[src/rtl/pio_pkg.sv]
// Shared types and bit indices for the PIO TX/RX FIFO pair.
// Imported by the FIFO controller, the FIFO pair top level and its testbench.
package pio_pkg;

    typedef enum logic [1:0] {
        JOIN_NONE = 2'b00,
        JOIN_TX   = 2'b01,
        JOIN_RX   = 2'b10
    } join_mode_e;

    localparam int STAT_EMPTY = 0;
    localparam int STAT_FULL  = 1;

    localparam int TX_OVF = 0;
    localparam int TX_UDF = 1;
    localparam int RX_OVF = 2;
    localparam int RX_UDF = 3;

    // The reserved encoding 2'b11 behaves exactly like JOIN_NONE.
    function automatic join_mode_e decode_join(input logic [1:0] raw);
        case (raw)
            2'b01:   return JOIN_TX;
            2'b10:   return JOIN_RX;
            default: return JOIN_NONE;
        endcase
    endfunction

endpackage

[src/rtl/pio_fifo_pair_if.sv]
// Data/handshake bundle between the system side, the PIO fsm and the FIFO pair.
// master drives pushes/pops and control; slave is the FIFO pair itself.
interface pio_fifo_pair_if #(
    parameter int DATA_W = 32,
    parameter int DEPTH  = 4
);
    localparam int CNT_W = $clog2(2 * DEPTH + 1);

    logic [1:0]        join_mode;
    logic              tx_push_en;
    logic [DATA_W-1:0] tx_data_in;
    logic              tx_pop_en;
    logic [DATA_W-1:0] tx_data_out;
    logic [1:0]        tx_status;
    logic [CNT_W-1:0]  tx_count;
    logic              rx_push_en;
    logic [DATA_W-1:0] rx_data_in;
    logic              rx_pop_en;
    logic [DATA_W-1:0] rx_data_out;
    logic [1:0]        rx_status;
    logic [CNT_W-1:0]  rx_count;
    logic [3:0]        flag_clr;
    logic [3:0]        flags;

    modport master (
        output join_mode, tx_push_en, tx_data_in, tx_pop_en,
               rx_push_en, rx_data_in, rx_pop_en, flag_clr,
        input  tx_data_out, tx_status, tx_count,
               rx_data_out, rx_status, rx_count, flags
    );

    modport slave (
        input  join_mode, tx_push_en, tx_data_in, tx_pop_en,
               rx_push_en, rx_data_in, rx_pop_en, flag_clr,
        output tx_data_out, tx_status, tx_count,
               rx_data_out, rx_status, rx_count, flags
    );

endinterface

[src/rtl/pio_fifo_ctrl.sv]
// Pointer/occupancy controller for one FIFO direction inside a shared array.
// Capacity and base offset are runtime inputs so the region can be re-assigned.
module pio_fifo_ctrl #(
    parameter  int DEPTH = 4,
    localparam int CNT_W = $clog2(2 * DEPTH + 1),
    localparam int AW    = $clog2(2 * DEPTH)
) (
    input  logic             clk,
    input  logic             rst,
    input  logic [CNT_W-1:0] capacity,
    input  logic [CNT_W-1:0] base,
    input  logic             push,
    input  logic             pop,
    input  logic             flush,
    output logic [AW-1:0]    rd_addr,
    output logic [AW-1:0]    wr_addr,
    output logic             wr_en,
    output logic [CNT_W-1:0] count,
    output logic             full,
    output logic             empty,
    output logic             ovf,
    output logic             udf
);

    logic [CNT_W-1:0] rd_ptr;
    logic [CNT_W-1:0] wr_ptr;
    logic [CNT_W-1:0] count_q;
    logic             pop_ok;
    logic             push_ok;

    // Explicit wrap at capacity-1 so any capacity works, not only powers of two.
    function automatic logic [CNT_W-1:0] next_ptr(input logic [CNT_W-1:0] p,
                                                  input logic [CNT_W-1:0] cap);
        return (p == cap - CNT_W'(1)) ? '0 : p + CNT_W'(1);
    endfunction

    assign full  = (count_q == capacity);
    assign empty = (count_q == '0);

    // A pop frees a slot, so a push to a full FIFO is accepted alongside it.
    // A zero-capacity region is both full and empty, so nothing is ever accepted.
    assign pop_ok  = pop  && !flush && !empty;
    assign push_ok = push && !flush && (!full || pop_ok);
    assign ovf     = push && !flush && !push_ok;
    assign udf     = pop  && !flush && empty;

    assign wr_en   = push_ok;
    assign count   = count_q;
    assign rd_addr = AW'(base + rd_ptr);
    assign wr_addr = AW'(base + wr_ptr);

    // NOTE: state registers use non-blocking assignments so every flop samples
    // the pre-edge values regardless of statement order.
    always_ff @(posedge clk) begin
        if (rst || flush) begin
            rd_ptr  <= '0;
            wr_ptr  <= '0;
            count_q <= '0;
        end else begin
            if (push_ok) wr_ptr <= next_ptr(wr_ptr, capacity);
            if (pop_ok)  rd_ptr <= next_ptr(rd_ptr, capacity);
            case ({push_ok, pop_ok})
                2'b10:   count_q <= count_q + CNT_W'(1);
                2'b01:   count_q <= count_q - CNT_W'(1);
                default: count_q <= count_q;
            endcase
        end
    end

endmodule

[src/rtl/pio_fifo_pair.sv]
// TX/RX FIFO pair for one PIO state machine sharing a single 2*DEPTH array,
// with runtime join modes and sticky overflow/underflow flags.
module pio_fifo_pair
    import pio_pkg::*;
#(
    parameter int DATA_W = 32,
    parameter int DEPTH  = 4
) (
    input logic              clk,
    input logic              rst,
    pio_fifo_pair_if.slave   bus
);

    localparam int CNT_W = $clog2(2 * DEPTH + 1);
    localparam int AW    = $clog2(2 * DEPTH);

    join_mode_e       mode_q;
    join_mode_e       mode_req;
    logic             mode_chg;

    logic [CNT_W-1:0] tx_cap;
    logic [CNT_W-1:0] tx_base;
    logic [CNT_W-1:0] rx_cap;
    logic [CNT_W-1:0] rx_base;

    logic [AW-1:0]    tx_rd_addr, tx_wr_addr, rx_rd_addr, rx_wr_addr;
    logic             tx_wr_en, rx_wr_en;
    logic [CNT_W-1:0] tx_count, rx_count;
    logic             tx_full, tx_empty, rx_full, rx_empty;
    logic             tx_ovf, tx_udf, rx_ovf, rx_udf;

    logic [3:0]       flags_q;
    logic [3:0]       flag_set;

    logic [DATA_W-1:0] mem [2*DEPTH];

    // A mode change flushes both directions and swallows that cycle's traffic.
    assign mode_req = decode_join(bus.join_mode);
    assign mode_chg = (mode_req != mode_q);

    always_ff @(posedge clk) begin
        if (rst)           mode_q <= JOIN_NONE;
        else if (mode_chg) mode_q <= mode_req;
    end

    // NOTE: every always_comb output gets a default first so no path leaves
    // it unassigned, which would otherwise infer a latch.
    always_comb begin
        tx_cap  = CNT_W'(DEPTH);
        tx_base = '0;
        rx_cap  = CNT_W'(DEPTH);
        rx_base = CNT_W'(DEPTH);
        case (mode_q)
            JOIN_TX: begin
                tx_cap  = CNT_W'(2 * DEPTH);
                rx_cap  = '0;
                rx_base = '0;
            end
            JOIN_RX: begin
                tx_cap  = '0;
                rx_cap  = CNT_W'(2 * DEPTH);
                rx_base = '0;
            end
            default: ;
        endcase
    end

    pio_fifo_ctrl #(.DEPTH(DEPTH)) u_tx_ctrl (
        .clk      (clk),
        .rst      (rst),
        .capacity (tx_cap),
        .base     (tx_base),
        .push     (bus.tx_push_en),
        .pop      (bus.tx_pop_en),
        .flush    (mode_chg),
        .rd_addr  (tx_rd_addr),
        .wr_addr  (tx_wr_addr),
        .wr_en    (tx_wr_en),
        .count    (tx_count),
        .full     (tx_full),
        .empty    (tx_empty),
        .ovf      (tx_ovf),
        .udf      (tx_udf)
    );

    pio_fifo_ctrl #(.DEPTH(DEPTH)) u_rx_ctrl (
        .clk      (clk),
        .rst      (rst),
        .capacity (rx_cap),
        .base     (rx_base),
        .push     (bus.rx_push_en),
        .pop      (bus.rx_pop_en),
        .flush    (mode_chg),
        .rd_addr  (rx_rd_addr),
        .wr_addr  (rx_wr_addr),
        .wr_en    (rx_wr_en),
        .count    (rx_count),
        .full     (rx_full),
        .empty    (rx_empty),
        .ovf      (rx_ovf),
        .udf      (rx_udf)
    );

    // NOTE: the storage array has no reset; stale entries are never visible
    // because the read port is forced to zero whenever a direction is empty.
    always_ff @(posedge clk) begin
        if (tx_wr_en) mem[tx_wr_addr] <= bus.tx_data_in;
        if (rx_wr_en) mem[rx_wr_addr] <= bus.rx_data_in;
    end

    always_comb begin
        flag_set         = '0;
        flag_set[TX_OVF] = tx_ovf;
        flag_set[TX_UDF] = tx_udf;
        flag_set[RX_OVF] = rx_ovf;
        flag_set[RX_UDF] = rx_udf;
    end

    // Set is OR-ed after the clear so a same-cycle set wins.
    always_ff @(posedge clk) begin
        if (rst) flags_q <= '0;
        else     flags_q <= (flags_q & ~bus.flag_clr) | flag_set;
    end

    assign bus.tx_data_out           = tx_empty ? '0 : mem[tx_rd_addr];
    assign bus.rx_data_out           = rx_empty ? '0 : mem[rx_rd_addr];
    assign bus.tx_status[STAT_FULL]  = tx_full;
    assign bus.tx_status[STAT_EMPTY] = tx_empty;
    assign bus.rx_status[STAT_FULL]  = rx_full;
    assign bus.rx_status[STAT_EMPTY] = rx_empty;
    assign bus.tx_count              = tx_count;
    assign bus.rx_count              = rx_count;
    assign bus.flags                 = flags_q;

endmodule

[src/flat_wrapper.sv]
// flat-port wrapper written by rule: the top's interface ports become plain ports
module pio_fifo_pair_flat import pio_pkg::*;
#(
    parameter int DATA_W = 32,
    parameter int DEPTH  = 4
)
  (clk, rst, bus_join_mode, bus_tx_push_en, bus_tx_data_in, bus_tx_pop_en, bus_rx_push_en, bus_rx_data_in, bus_rx_pop_en, bus_flag_clr, bus_tx_data_out, bus_tx_status, bus_tx_count, bus_rx_data_out, bus_rx_status, bus_rx_count, bus_flags);
  pio_fifo_pair_if #(.DATA_W(DATA_W), .DEPTH(DEPTH)) bus_i ();
  input logic clk;
  input logic rst;
  input wire logic [$bits(bus_i.join_mode)-1:0] bus_join_mode;
  input wire logic [$bits(bus_i.tx_push_en)-1:0] bus_tx_push_en;
  input wire logic [$bits(bus_i.tx_data_in)-1:0] bus_tx_data_in;
  input wire logic [$bits(bus_i.tx_pop_en)-1:0] bus_tx_pop_en;
  input wire logic [$bits(bus_i.rx_push_en)-1:0] bus_rx_push_en;
  input wire logic [$bits(bus_i.rx_data_in)-1:0] bus_rx_data_in;
  input wire logic [$bits(bus_i.rx_pop_en)-1:0] bus_rx_pop_en;
  input wire logic [$bits(bus_i.flag_clr)-1:0] bus_flag_clr;
  output wire logic [$bits(bus_i.tx_data_out)-1:0] bus_tx_data_out;
  output wire logic [$bits(bus_i.tx_status)-1:0] bus_tx_status;
  output wire logic [$bits(bus_i.tx_count)-1:0] bus_tx_count;
  output wire logic [$bits(bus_i.rx_data_out)-1:0] bus_rx_data_out;
  output wire logic [$bits(bus_i.rx_status)-1:0] bus_rx_status;
  output wire logic [$bits(bus_i.rx_count)-1:0] bus_rx_count;
  output wire logic [$bits(bus_i.flags)-1:0] bus_flags;
  assign bus_i.join_mode = bus_join_mode;
  assign bus_i.tx_push_en = bus_tx_push_en;
  assign bus_i.tx_data_in = bus_tx_data_in;
  assign bus_i.tx_pop_en = bus_tx_pop_en;
  assign bus_i.rx_push_en = bus_rx_push_en;
  assign bus_i.rx_data_in = bus_rx_data_in;
  assign bus_i.rx_pop_en = bus_rx_pop_en;
  assign bus_i.flag_clr = bus_flag_clr;
  assign bus_tx_data_out = bus_i.tx_data_out;
  assign bus_tx_status = bus_i.tx_status;
  assign bus_tx_count = bus_i.tx_count;
  assign bus_rx_data_out = bus_i.rx_data_out;
  assign bus_rx_status = bus_i.rx_status;
  assign bus_rx_count = bus_i.rx_count;
  assign bus_flags = bus_i.flags;
  pio_fifo_pair #(.DATA_W(DATA_W), .DEPTH(DEPTH)) u_core (.clk(clk), .rst(rst), .bus(bus_i));
endmodule
[config.mk]
export PLATFORM = sky130hd
export DESIGN_NAME = pio_fifo_pair_flat
export DESIGN_NICKNAME = d
export VERILOG_FILES = /design/src/rtl/pio_pkg.sv /design/src/rtl/pio_fifo_pair_if.sv /design/src/rtl/pio_fifo_ctrl.sv /design/src/rtl/pio_fifo_pair.sv /design/src/flat_wrapper.sv
export SDC_FILE = /design/constraint.sdc
export NUM_CORES = 1
export LEC_CHECK = 0
export ABC_AREA = 1
export CAP_MARGIN = 20
export CORE_UTILIZATION = 33
export CTS_CLUSTER_DIAMETER = 80
export CTS_CLUSTER_SIZE = 20
export DETAILED_ROUTE_END_ITERATION = 8
export SYNTH_ARGS = -nofsm -noshare
export SYNTH_HDL_FRONTEND = slang
export SYNTH_HIERARCHICAL = 1
export SYNTH_SLANG_ARGS = --single-unit
[constraint.sdc]
create_clock -name clk -period 6.75 [get_ports clk]
set_input_delay 1.6875 -clock clk [delete_from_list [all_inputs] [get_ports clk]]
set_output_delay 1.6875 -clock clk [all_outputs]
set_load 0.05 [all_outputs]
== After elaboration in Yosys (flattened, before gate mapping) ==
Memory sizes are Yosys's and may differ from the RTL's. A register that Yosys moved wholly into a read port is not among the register bits.
Index checks and enable logic that the tools add are counted.
W data, S select, Z words.

* Flip-flop bits (word level): 30
* Bits in writable memories: 256
* Bits of input ports: 76
* Memories kept: 1

{| class="wikitable"
|+ Memory list
! name !! depth !! width !! rd ports !! clocked after memory_dff !! write ports !! line !! text
|-
| u_core.mem || 8 || 32 || 2 || 1 || 2 || pio_fifo_pair.sv:35 || <nowiki>logic [DATA_W-1:0] mem [2*DEPTH];</nowiki>
|}

* $add $sub $neg: 12
* Equal/unequal tests: 15
* Multiplexer cells: 18
* Bitwise gates (word level): 3
* Reduce and logical (&&, ||, !) cells: 27

{| class="wikitable"
|+ Operator list
! cell !! count
|-
| $mux W32 || 2
|-
| $pmux W4 S2 || 4
|-
| $add A4 B1 Y4 const B || 6
|-
| $eq A4 B4 Y1 || 6
|-
| $mux W4 || 4
|-
| $sub A4 B1 Y4 const B || 4
|-
| $logic_and A1 B1 Y1 || 12
|-
| $mux W3 || 3
|-
| $eq A2 B1 Y1 const B || 4
|-
| $eq A2 B2 Y1 const B || 4
|-
| $logic_not A4 Y1 || 2
|-
| $logic_not A1 Y1 || 7
|-
| $add A3 B3 Y3 || 2
|-
| $and A4 B4 Y4 || 1
|-
| $mux W1 || 4
|-
| $not A4 Y4 || 1
|-
| $or A4 B4 Y4 || 1
|-
| $pmux W2 S2 || 1
|-
| $reduce_bool A2 Y1 || 2
|-
| $logic_or A1 B1 Y1 || 3
|-
| $ne A2 B2 Y1 || 1
|-
| $reduce_or A2 Y1 || 1
|}

== Logic depth before layout (Yosys ltp) ==
Gate-level depths: netlist (run 1).

* Word-level depth: 11
* Gate-level depth with buffers: 17
* Gate-level depth less buffers: 17

== Hierarchy ==
The synthesis (run 1) kept the hierarchy.

{| class="wikitable"
|+ By module, submodules not included
! module !! times used !! cells each !! area an instance (um^2)
|-
| pio_fifo_pair || 1 || 2412 || 16952.5
|-
| pio_fifo_ctrl || 2 || 169 || 1121.1
|}

== Least setup slack after synthesis (run 1) ==
OpenSTA, ideal clock, no wires.

* Path type: input to register
* Start point: in bus_join_mode[1]
* End point: mem u_core.mem[1][0], enable pin
* Library setup time: 466 ps
* Arrival time: 5359 ps
* Data required time: 6284 ps
* Path slack: 926 ps
* Cell stages on the path: 11
* Cells stage by stage: inv_1 -> or2_2 -> nand2_1 -> nand3_1 -> nor2_2 -> nand2_4 -> nand3_4 -> nand2_4 -> inv_2 -> nand2_1 -> o21ai_0

{| class="wikitable"
|+ RTL lines
! element !! line !! text
|-
| from (decl) || flat_wrapper.sv:11 || <nowiki>input wire logic [$bits(bus_i.join_mode)-1:0] bus_join_mode;</nowiki>
|-
| to (decl) || pio_fifo_pair.sv:35 ||
|}

== Final worst setup path (run 1) ==
* Start point: reg u_core.u_rx_ctrl.rd_ptr[0]
* End point: out bus_rx_data_out[10]

* Cells in the longest elaborated chain, start to end: 3

{| class="wikitable"
|+ Ends and longest elaborated chain
! element !! line !! text
|-
| from (decl) || pio_fifo_ctrl.sv:25 || <nowiki>logic [CNT_W-1:0] rd_ptr;</nowiki>
|-
| from (signal assigned) || pio_fifo_ctrl.sv:61 || <nowiki>if (pop_ok) rd_ptr <= next_ptr(rd_ptr, capacity);</nowiki>
|-
| $add A3 B3 Y3 || pio_fifo_ctrl.sv:49 || <nowiki>assign rd_addr = AW'(base + rd_ptr);</nowiki>
|-
| named net u_core.rx_rd_addr[0] || pio_fifo_pair.sv:26 || <nowiki>logic [AW-1:0] tx_rd_addr, tx_wr_addr, rx_rd_addr, rx_wr_addr;</nowiki>
|-
| $mem_v2 Z8 W32 || - ||
|-
| $mux W32 || pio_fifo_pair.sv:126 || <nowiki>assign bus.rx_data_out = rx_empty ? '0 : mem[rx_rd_addr];</nowiki>
|-
| to (decl) || flat_wrapper.sv:22 || <nowiki>output wire logic [$bits(bus_i.rx_data_out)-1:0] bus_rx_data_out;</nowiki>
|}

The timed path passes the listed nets, and every way through them passes these cells.

==> results.cfg, run 1 <==
[grt]
grt_pass1_wl_um = 91700
grt_max_degree = 129
grt_use_total_pct = 19.6
antenna_found_initial = 4
grt_overflow = 0
first_global_vias = 15700

[floorplan]
fp-row-count = 88
core-area_mm2 = 0.0576
io_pins = 156
initial_utilization_pct = 33.3
die_area_mm2 = 0.0591
fp.dieW_um = 243
die_h_um = 243

[timing]
slew_headroom_pct = 27.3
post-route-min-period_ns = 5.98
worst_pin_slew_ns = 1.09
max_freq_mhz = 167
setup_viol = 0
min_period_over_period_pct = 88.7
rsz0062_at_grt = no
maxSlewViolCount = 0
tns_ns = 0
hold_viol = 0
finClkSkew_ns = 0.0387

[clock_network]
postCtsSetupBuffers = 0
cts_root_buf = clkbuf_16
cts_hold_buf = 0
cts_made_buffers = 23
cts_tree = built
ctsLongestPathBuffers = 3
clock_latency_ns = 0.57
cts.sinks = 286
cts-resized-gates = 0
clk_pin_slew_worst_paths_ns = 0.08
htree_levels = 1

[worst_setup_path]
startpoint_type = flop
worst-path-max-fanout = 77
cp.required_ns = 5.06
crit_path_end_kind = output port
critPathArrivalTime_ns = 4.30
crit_type = reg -> out

[yosys]
synth_edf_count = 256
async_flop_share_pct = 0
syn_avg_cell_area_um2 = 6.98
syn_inst = 2750
yosys_warnings = 6
synth_cell_types = 30
synth-seq-cells = 286
ys_seq_area_share_pct = 43.2
synth.cell_area_mm2 = 0.0192
synthFlopType = edfxtp_1

[place]
place_congestion = 0.833
portBuffers = 155
dpl.hpwl_um = 37600
dp_cells = 3527
placed_cell_area_mm2 = 0.0212

[cells_and_area]
antennaDiodeCount = 0
finalNonFillerCells = 3566
layout-drive-gt1-share_pct = 4.93
mostFrequentLayoutCells = nand2_1, inv_1, nand3_1, edfxtp_1, o21ai_0
stdcell_area_mm2 = 0.0220
finalCoreUtilization_pct = 38.1
final_net_count = 2886
final_common_cell = nand2_1
synthToLayoutAreaGrowth_pct = 14.4

[drt]
ant_nets = 0
num_vias = 17500
drtIter0Drc = 1474
drc_errors = 0
wl_per_cell_um = 16.7
dr.pass1.iters = 6
wl_um = 59400
viasPerCell = 4.90

[power]
intPower_uw = 3170
p_per_area_mw_per_mm2 = 225
ir_drop_mv = 0.167
p_leak_uw = 0.0102
p_seq_share_pct = 41.8
total_power_uw = 4940
p_sw_share_pct = 35.9
power_frac_clock_pct = 28.8
power_switching_uw = 1770
share_comb_of_total_power_pct = 29.4

[outcome]
status = finished clean

[run]
maxCapViolCount = 0

[min_path]
hp-class = reg -> reg
==> cell families after synthesis <==
family	synth area share [%]
other cells	0.0195
simple gates	33.8
buf+inv	12.8
fa+ha+maj	1.67
flops	43.2
xor+xnor	1.28
compound gates	7.25
==> layer usage <==
layer / wire (um) / track usage, %
met1: 26200 / 27.1
met2: 27500 / 32.2
met3: 4350 / 2.29
met4: 1340 / 5.20
met5: 51 / 0
==> sequential cells by signal (all words and copies together), names as in the netlist <==
register	flops
u_core/u_rx_ctrl/wr_ptr	4
u_core/u_rx_ctrl/rd_ptr	4
u_core/mode_q	2
u_core/u_rx_ctrl/count	4
u_core/bus.flags	4
u_core/u_tx_ctrl/wr_ptr	4
u_core/u_tx_ctrl/rd_ptr	4
u_core/mem	256
u_core/u_tx_ctrl/count	4
==> final timing paths <==
| check | endpoint | slack [ns] | startpoint | depth (start not counted) |
|---|---|---|---|---|
| min | u_core/bus.flags[3] | 0.50 | u_core/bus.flags[3] | 2 |
| min reg2reg | u_core/bus.flags[3] | 0.50 | u_core/bus.flags[3] | 2 |
| max | bus_rx_data_out[10] | 0.77 | u_core/u_rx_ctrl/rd_ptr[0] | 9 |
| max reg2reg | u_core/mem[4][28] | 3.32 | u_core/mode_q[0] | 10 |
==> cell usage after synthesis (5+ instances only) <==
| library cell | number | area [um2] |
|---|---|---|
| dfxtp_1 | 30 | 601 |
| nand2_2 | 12 | 75.1 |
| inv_2 | 15 | 56.3 |
| buf_4 | 8 | 60.1 |
| buf_1 | 17 | 63.8 |
| o21ai_0 | 226 | 1130 |
| a21oi_1 | 6 | 30.0 |
| xor2_1 | 18 | 158 |
| nor3_1 | 9 | 45.0 |
| buf_6 | 16 | 180 |
| edfxtp_1 | 256 | 7690 |
| nand3_1 | 341 | 1710 |
| o21ai_1 | 46 | 230 |
| nor2_2 | 5 | 31.3 |
| ha_1 | 16 | 200 |
| inv_1 | 362 | 1360 |
| nand2_1 | 985 | 3700 |
| buf_2 | 127 | 636 |
| nor2_1 | 187 | 702 |
| nand4_1 | 10 | 62.6 |
| clkbuf_1 | 24 | 90.1 |
| xnor2_1 | 10 | 87.6 |
| fa_1 | 6 | 120 |
==> stage by stage <==
| step | setup WS [ns] | hold WS (ns) |
|---|---|---|
| floorplan | 0.926 | 0.514 |
| global placement | 1.37 | 0.471 |
| detailed placement | 1.37 | 0.484 |
| CTS | 0.768 | 0.501 |
| global route | 0.553 | 0.535 |
| finish | 0.765 | 0.497 |
==> critical path, cell delays in order (launching register included) <==
cell and delay [ns]:
dfxtp_1 0.48, ha_4 0.77, inv_4 0.58, buf_4 0.50
nand2_1 0.12, nand3_1 0.07, nand2_1 0.11, nor2_1 0.04
nor2_1 0.16, clkdlybuf4s50_1 0.82
==> area by class of cell <==
type | count | area (um2)
fillers | 5969 | 35600
multi-input cells | 1914 | 8700
flip-flops and latches | 286 | 8290
repair buffers | 186 | 1840
inverters | 377 | 1420
well taps | 765 | 957
clock buffers | 25 | 583
clock inverters | 13 | 165
==> power by group through the flow <==
stage               sequential (uW)  combinational [uW]  clock [uW]
finish                         2070                1450        1420
detailed placement             2110                1440           0
global placement               2110                1420           0
CTS                            2070                1450        1450
floorplan                      2120                 979           0
global route                   2080                1580        1520
(Power assumes the default switching activity.)
==> inputs of run 2 (changes only) <==
--- a/config.mk
+++ b/config.mk
@@ -6,7 +6,6 @@
 export NUM_CORES = 1
 export LEC_CHECK = 0
 export ABC_AREA = 1
-export CAP_MARGIN = 20
 export CORE_UTILIZATION = 33
 export CTS_CLUSTER_DIAMETER = 80
 export CTS_CLUSTER_SIZE = 20
==> results.cfg, run 2 (synthesized netlist as in run 1, its figures left out) <==
[clock_network]
cts_hold_buf = 0
ctsLongestPathBuffers = 3
cts_tree = built
cts-resized-gates = 0
clk_pin_slew_worst_paths_ns = 0.09
clock_latency_ns = 0.56
cts_root_buf = clkbuf_16
postCtsSetupBuffers = 0
cts_made_buffers = 23
cts.sinks = 286
htree_levels = 1

[place]
place_congestion = 0.833
portBuffers = 155
dp_cells = 3525
dpl.hpwl_um = 37400
post-place-ws_ns = 1.37

[worst_setup_path]
startpoint_type = flop
rrSetupSlack_ns = 3.29
r2r_cells = 10
critPathArrivalTime_ns = 4.27
crit_path_end_kind = output port
cp.required_ns = 5.06
r2r-start = u_core/mode_q[0]
worst-path-max-fanout = 77
crit_path_start = u_core/u_rx_ctrl/rd_ptr[0]
crit_type = reg -> out
r2r-end = u_core/mem[4][28]

[cells_and_area]
mostFrequentLayoutCells = nand2_1, inv_1, nand3_1, edfxtp_1, o21ai_0
final_common_cell = nand2_1
largest_reg_flops = 256
top_register = u_core/mem
synthToLayoutAreaGrowth_pct = 14.0
finalNonFillerCells = 3565
layout-drive-gt1-share_pct = 4.79
final_net_count = 2883

[floorplan]
fp.dieW_um = 243
core-area_mm2 = 0.0576
die_area_mm2 = 0.0591
io_pins = 156
die_h_um = 243
initial_utilization_pct = 33.3
fp-row-count = 88

[grt]
grt_use_total_pct = 19.6
first_global_vias = 15700
grt_max_degree = 129
antenna_found_initial = 4
grt_overflow = 0
grt_pass1_wl_um = 91700

[power]
total_power_uw = 4940
p_leak_uw = 0.0102
p_per_area_mw_per_mm2 = 225
ir_drop_mv = 0.169

[timing]
max_freq_mhz = 168
worst_pin_slew_ns = 1.42
maxSlewViolCount = 0
finClkSkew_ns = 0.0296
hold_viol = 0
slew_headroom_pct = 5.20
post-route-min-period_ns = 5.96
setup_viol = 0
tns_ns = 0
fin_ws_ns = 0.789
min_period_over_period_pct = 88.3
rsz0062_at_grt = no

[outcome]
status = finished clean

[run]
maxCapViolCount = 0

[min_path]
hp-class = reg -> reg
hold_path_depth = 2
worst_hold_path.endpoint = u_core/bus.flags[1]
min_from = u_core/bus.flags[1]

[drt]
viasPerCell = 4.88
drtIter0Drc = 1582
dr.pass1.iters = 6
wl_um = 59700
drt-met1-wl_um = 26300
wl_per_cell_um = 16.8
wl_met3_um = 4360
drc_errors = 0
num_vias = 17400
ant_nets = 0
routed-wl-met2_um = 27400
highest_layer = met5
-- run 2: worst max path at each step --
| stage | to | cells after the start |
|---|---|---|
| 2_1_floorplan | u_core/mem[1][0] | 11 |
| 3_3_place_gp | bus_rx_data_out[8] | 9 |
| 3_5_place_dp | bus_rx_data_out[8] | 9 |
| 4_1_cts | bus_rx_data_out[8] | 9 |
| 5_1_grt | bus_rx_data_out[9] | 9 |
| 6_report | bus_rx_data_out[8] | 9 |
-- run 2: cell type report --
class,count,area [um2]
fill,5928,35700
sequential,286,8290
timing repair buffer,183,1760
multi-input combinational,1914,8700
inverter,377,1420
tap,765,957
antenna,1,2.50
clock inverter,14,173
clock buffer,25,583
-- run 2: worst max-delay path: stages, from the launching register on --
cell and delay, ns:
dfxtp_1 0.48, ha_4 0.76, inv_4 0.58, buf_4 0.49, nand2_1 0.12, nand3_1 0.07
nand3_1 0.12, nand2_1 0.06, nor2_1 0.16, clkdlybuf4s50_1 0.82
-- run 2: per-layer routing --
layer	GRT usage (%)	up-vias
met3	2.99	103
met5	0	-
met1	26.5	7955
met2	31.9	631
met4	6.53	6
li1	-	8700
-- run 2: per-stage QoR --
stage          util (%)  hold WS, ns  cell area (um2)
6_report           38.0        0.509            21900
2_1_floorplan         -        0.514            19300
3_3_place_gp       36.7        0.471            21100
4_1_cts            38.0        0.512            21900
5_1_grt            38.0        0.539            21900
3_5_place_dp       36.7        0.485            21100
-- run 2: power by group --
part | internal [uW] | switching [uW]
Sequential | 2040 | 31.6
Combinational | 423 | 1020
Clock | 696 | 733
==> inputs of run 3 (changes only) <==
--- a/config.mk
+++ b/config.mk
@@ -7,9 +7,11 @@
 export LEC_CHECK = 0
 export ABC_AREA = 1
 export CORE_UTILIZATION = 33
+export CTS_BUF_LIST = sky130_fd_sc_hd__clkbuf_8
 export CTS_CLUSTER_DIAMETER = 80
 export CTS_CLUSTER_SIZE = 20
 export DETAILED_ROUTE_END_ITERATION = 8
+export SLEW_MARGIN = 20
 export SYNTH_ARGS = -nofsm -noshare
 export SYNTH_HDL_FRONTEND = slang
 export SYNTH_HIERARCHICAL = 1
==> results.cfg, run 3 (synthesized netlist as in run 1, its figures left out) <==
[outcome]
status = finished clean

[clock_network]
clock_latency_ns = 0.62
cts.sinks = 286
htree_levels = 1
cts_root_buf = clkbuf_8
postCtsSetupBuffers = 0
cts_made_buffers = 21
ctsLongestPathBuffers = 3
cts_tree = built
cts_hold_buf = 0
clk_pin_slew_worst_paths_ns = 0.13
cts-resized-gates = 0

[cells_and_area]
final_common_cell = nand2_1
largest_reg_flops = 256
finalCoreUtilization_pct = 37.5
nFillCells = 6045
mostFrequentLayoutCells = nand2_1, inv_1, nand3_1, edfxtp_1, o21ai_0
top_register = u_core/mem
synthToLayoutAreaGrowth_pct = 12.4
final_net_count = 2882
layout-drive-gt1-share_pct = 4.79

[drt]
viasPerCell = 4.89
drc_errors = 0
dr.pass1.iters = 7
wl_um = 59800
num_vias = 17400
drtIter0Drc = 1573
ant_nets = 0
wl_per_cell_um = 16.8

[floorplan]
die_h_um = 243
core-area_mm2 = 0.0576
fp-row-count = 88
die_area_mm2 = 0.0591
initial_utilization_pct = 33.3
fp.dieW_um = 243
io_pins = 156

[timing]
tns_ns = 0
finClkSkew_ns = 0.0325
post-route-min-period_ns = 6.05
rsz0062_at_grt = no
setup_viol = 0
slew_headroom_pct = 27.5
maxSlewViolCount = 0
hold_viol = 0
worst_pin_slew_ns = 1.09
min_period_over_period_pct = 89.6
max_freq_mhz = 165

[grt]
first_global_vias = 15600
grt_max_degree = 129
antenna_found_initial = 4
grtUsageMet3_pct = 2.47
grt_use_met2_pct = 32.3
grt_use_total_pct = 19.7
grt_overflow = 0
busiest_layer = met2
grt_pass1_wl_um = 92300
grtUsageMet1_pct = 27.4

[worst_setup_path]
crit_type = reg -> out
worst-path-max-fanout = 77
r2r-start = u_core/mode_q[0]
rrSetupSlack_ns = 3.35
r2r-end = u_core/mem[4][22]
r2r_cells = 10
cp.required_ns = 5.06
startpoint_type = flop
critPathArrivalTime_ns = 4.36
crit_path_end_kind = output port

[place]
place_congestion = 0.833
dpl.hpwl_um = 37500
portBuffers = 155

[power]
p_leak_uw = 0.0100
ir_drop_mv = 0.116
p_per_area_mw_per_mm2 = 209

[run]
maxCapViolCount = 0

[min_path]
min_from = u_core/bus.flags[3]
hp-class = reg -> reg
hold_path_depth = 2
worst_hold_path.endpoint = u_core/bus.flags[3]
## run 3: cell types whose count changed in the layout (fill, tap and decap cells not counted), sizes merged
| cell | delta |
|---|---|
| clkbuf | -4 |
| buf | +1 |
| clkinvlp | +1 |
| clkinv | -2 |
## run 3: critical path, stage by stage (launching register included)
cell and delay [ns]:
dfxtp_1 0.49, ha_4 0.76, inv_4 0.59, buf_4 0.50, nand2_1 0.13, nand3_1 0.07
nand2_1 0.11, nor2_1 0.05, nor2_1 0.18, clkdlybuf4s50_1 0.82
## run 3: layout make-up
class	instances	area, um2	share of cell area (%)
multi-input combinational	1914	8700	40.3
sequential	286	8290	38.4
timing repair buffer	184	1790	8.29
inverter	377	1420	6.59
tap	765	957	4.43
clock buffer	21	289	1.34
clock inverter	13	131	0.609
antenna	1	2.50	0.0116
## run 3: worst max-delay path by stage
stage          slack (ns)            endpoint                       start  cells past startpoint
3_5_place_dp         1.38   u_core/mem[4][30]            bus_join_mode[1]                     16
3_3_place_gp         1.37  bus_rx_data_out[8]  u_core/u_rx_ctrl/rd_ptr[0]                      9
4_1_cts              0.68  bus_rx_data_out[9]  u_core/u_rx_ctrl/rd_ptr[0]                      9
5_1_grt              0.46  bus_rx_data_out[9]  u_core/u_rx_ctrl/rd_ptr[0]                      9
2_1_floorplan        0.93    u_core/mem[1][0]            bus_join_mode[1]                     11
6_report             0.70  bus_rx_data_out[9]  u_core/u_rx_ctrl/rd_ptr[0]                      9
## run 3: per-stage QoR
stage / setup slack [ns] / hold WS, ns / instance area [um2] / instances / power [uW]
after floorplan: 0.926 / 0.514 / 19300 / 2771 / 3100
after global placement: 1.37 / 0.471 / 21100 / 3525 / 3530
after detailed placement: 1.38 / 0.485 / 21200 / 3526 / 3540
after CTS: 0.679 / 0.515 / 21600 / 3560 / 4550
after global routing: 0.456 / 0.548 / 21600 / 3560 / 4740
final: 0.703 / 0.516 / 21600 / 3561 / 4520
## run 3: report_power, final
group          switching (uW)  total [uW]  leakage (uW)  internal [uW]
sequential               31.4        2070       0.00257           2040
combinational            1020        1440       0.00725            424
clock                     655        1010      0.000211            353
total                    1700        4520        0.0100           2810
## run 3: layer usage
| layer | vias up | routed length, um |
|---|---|---|
| li1 | 8686 | - |
| met1 | 8000 | 26400 |
| met2 | 652 | 27700 |
| met3 | 80 | 4380 |
| met4 | 6 | 1210 |
| met5 | - | 46 |
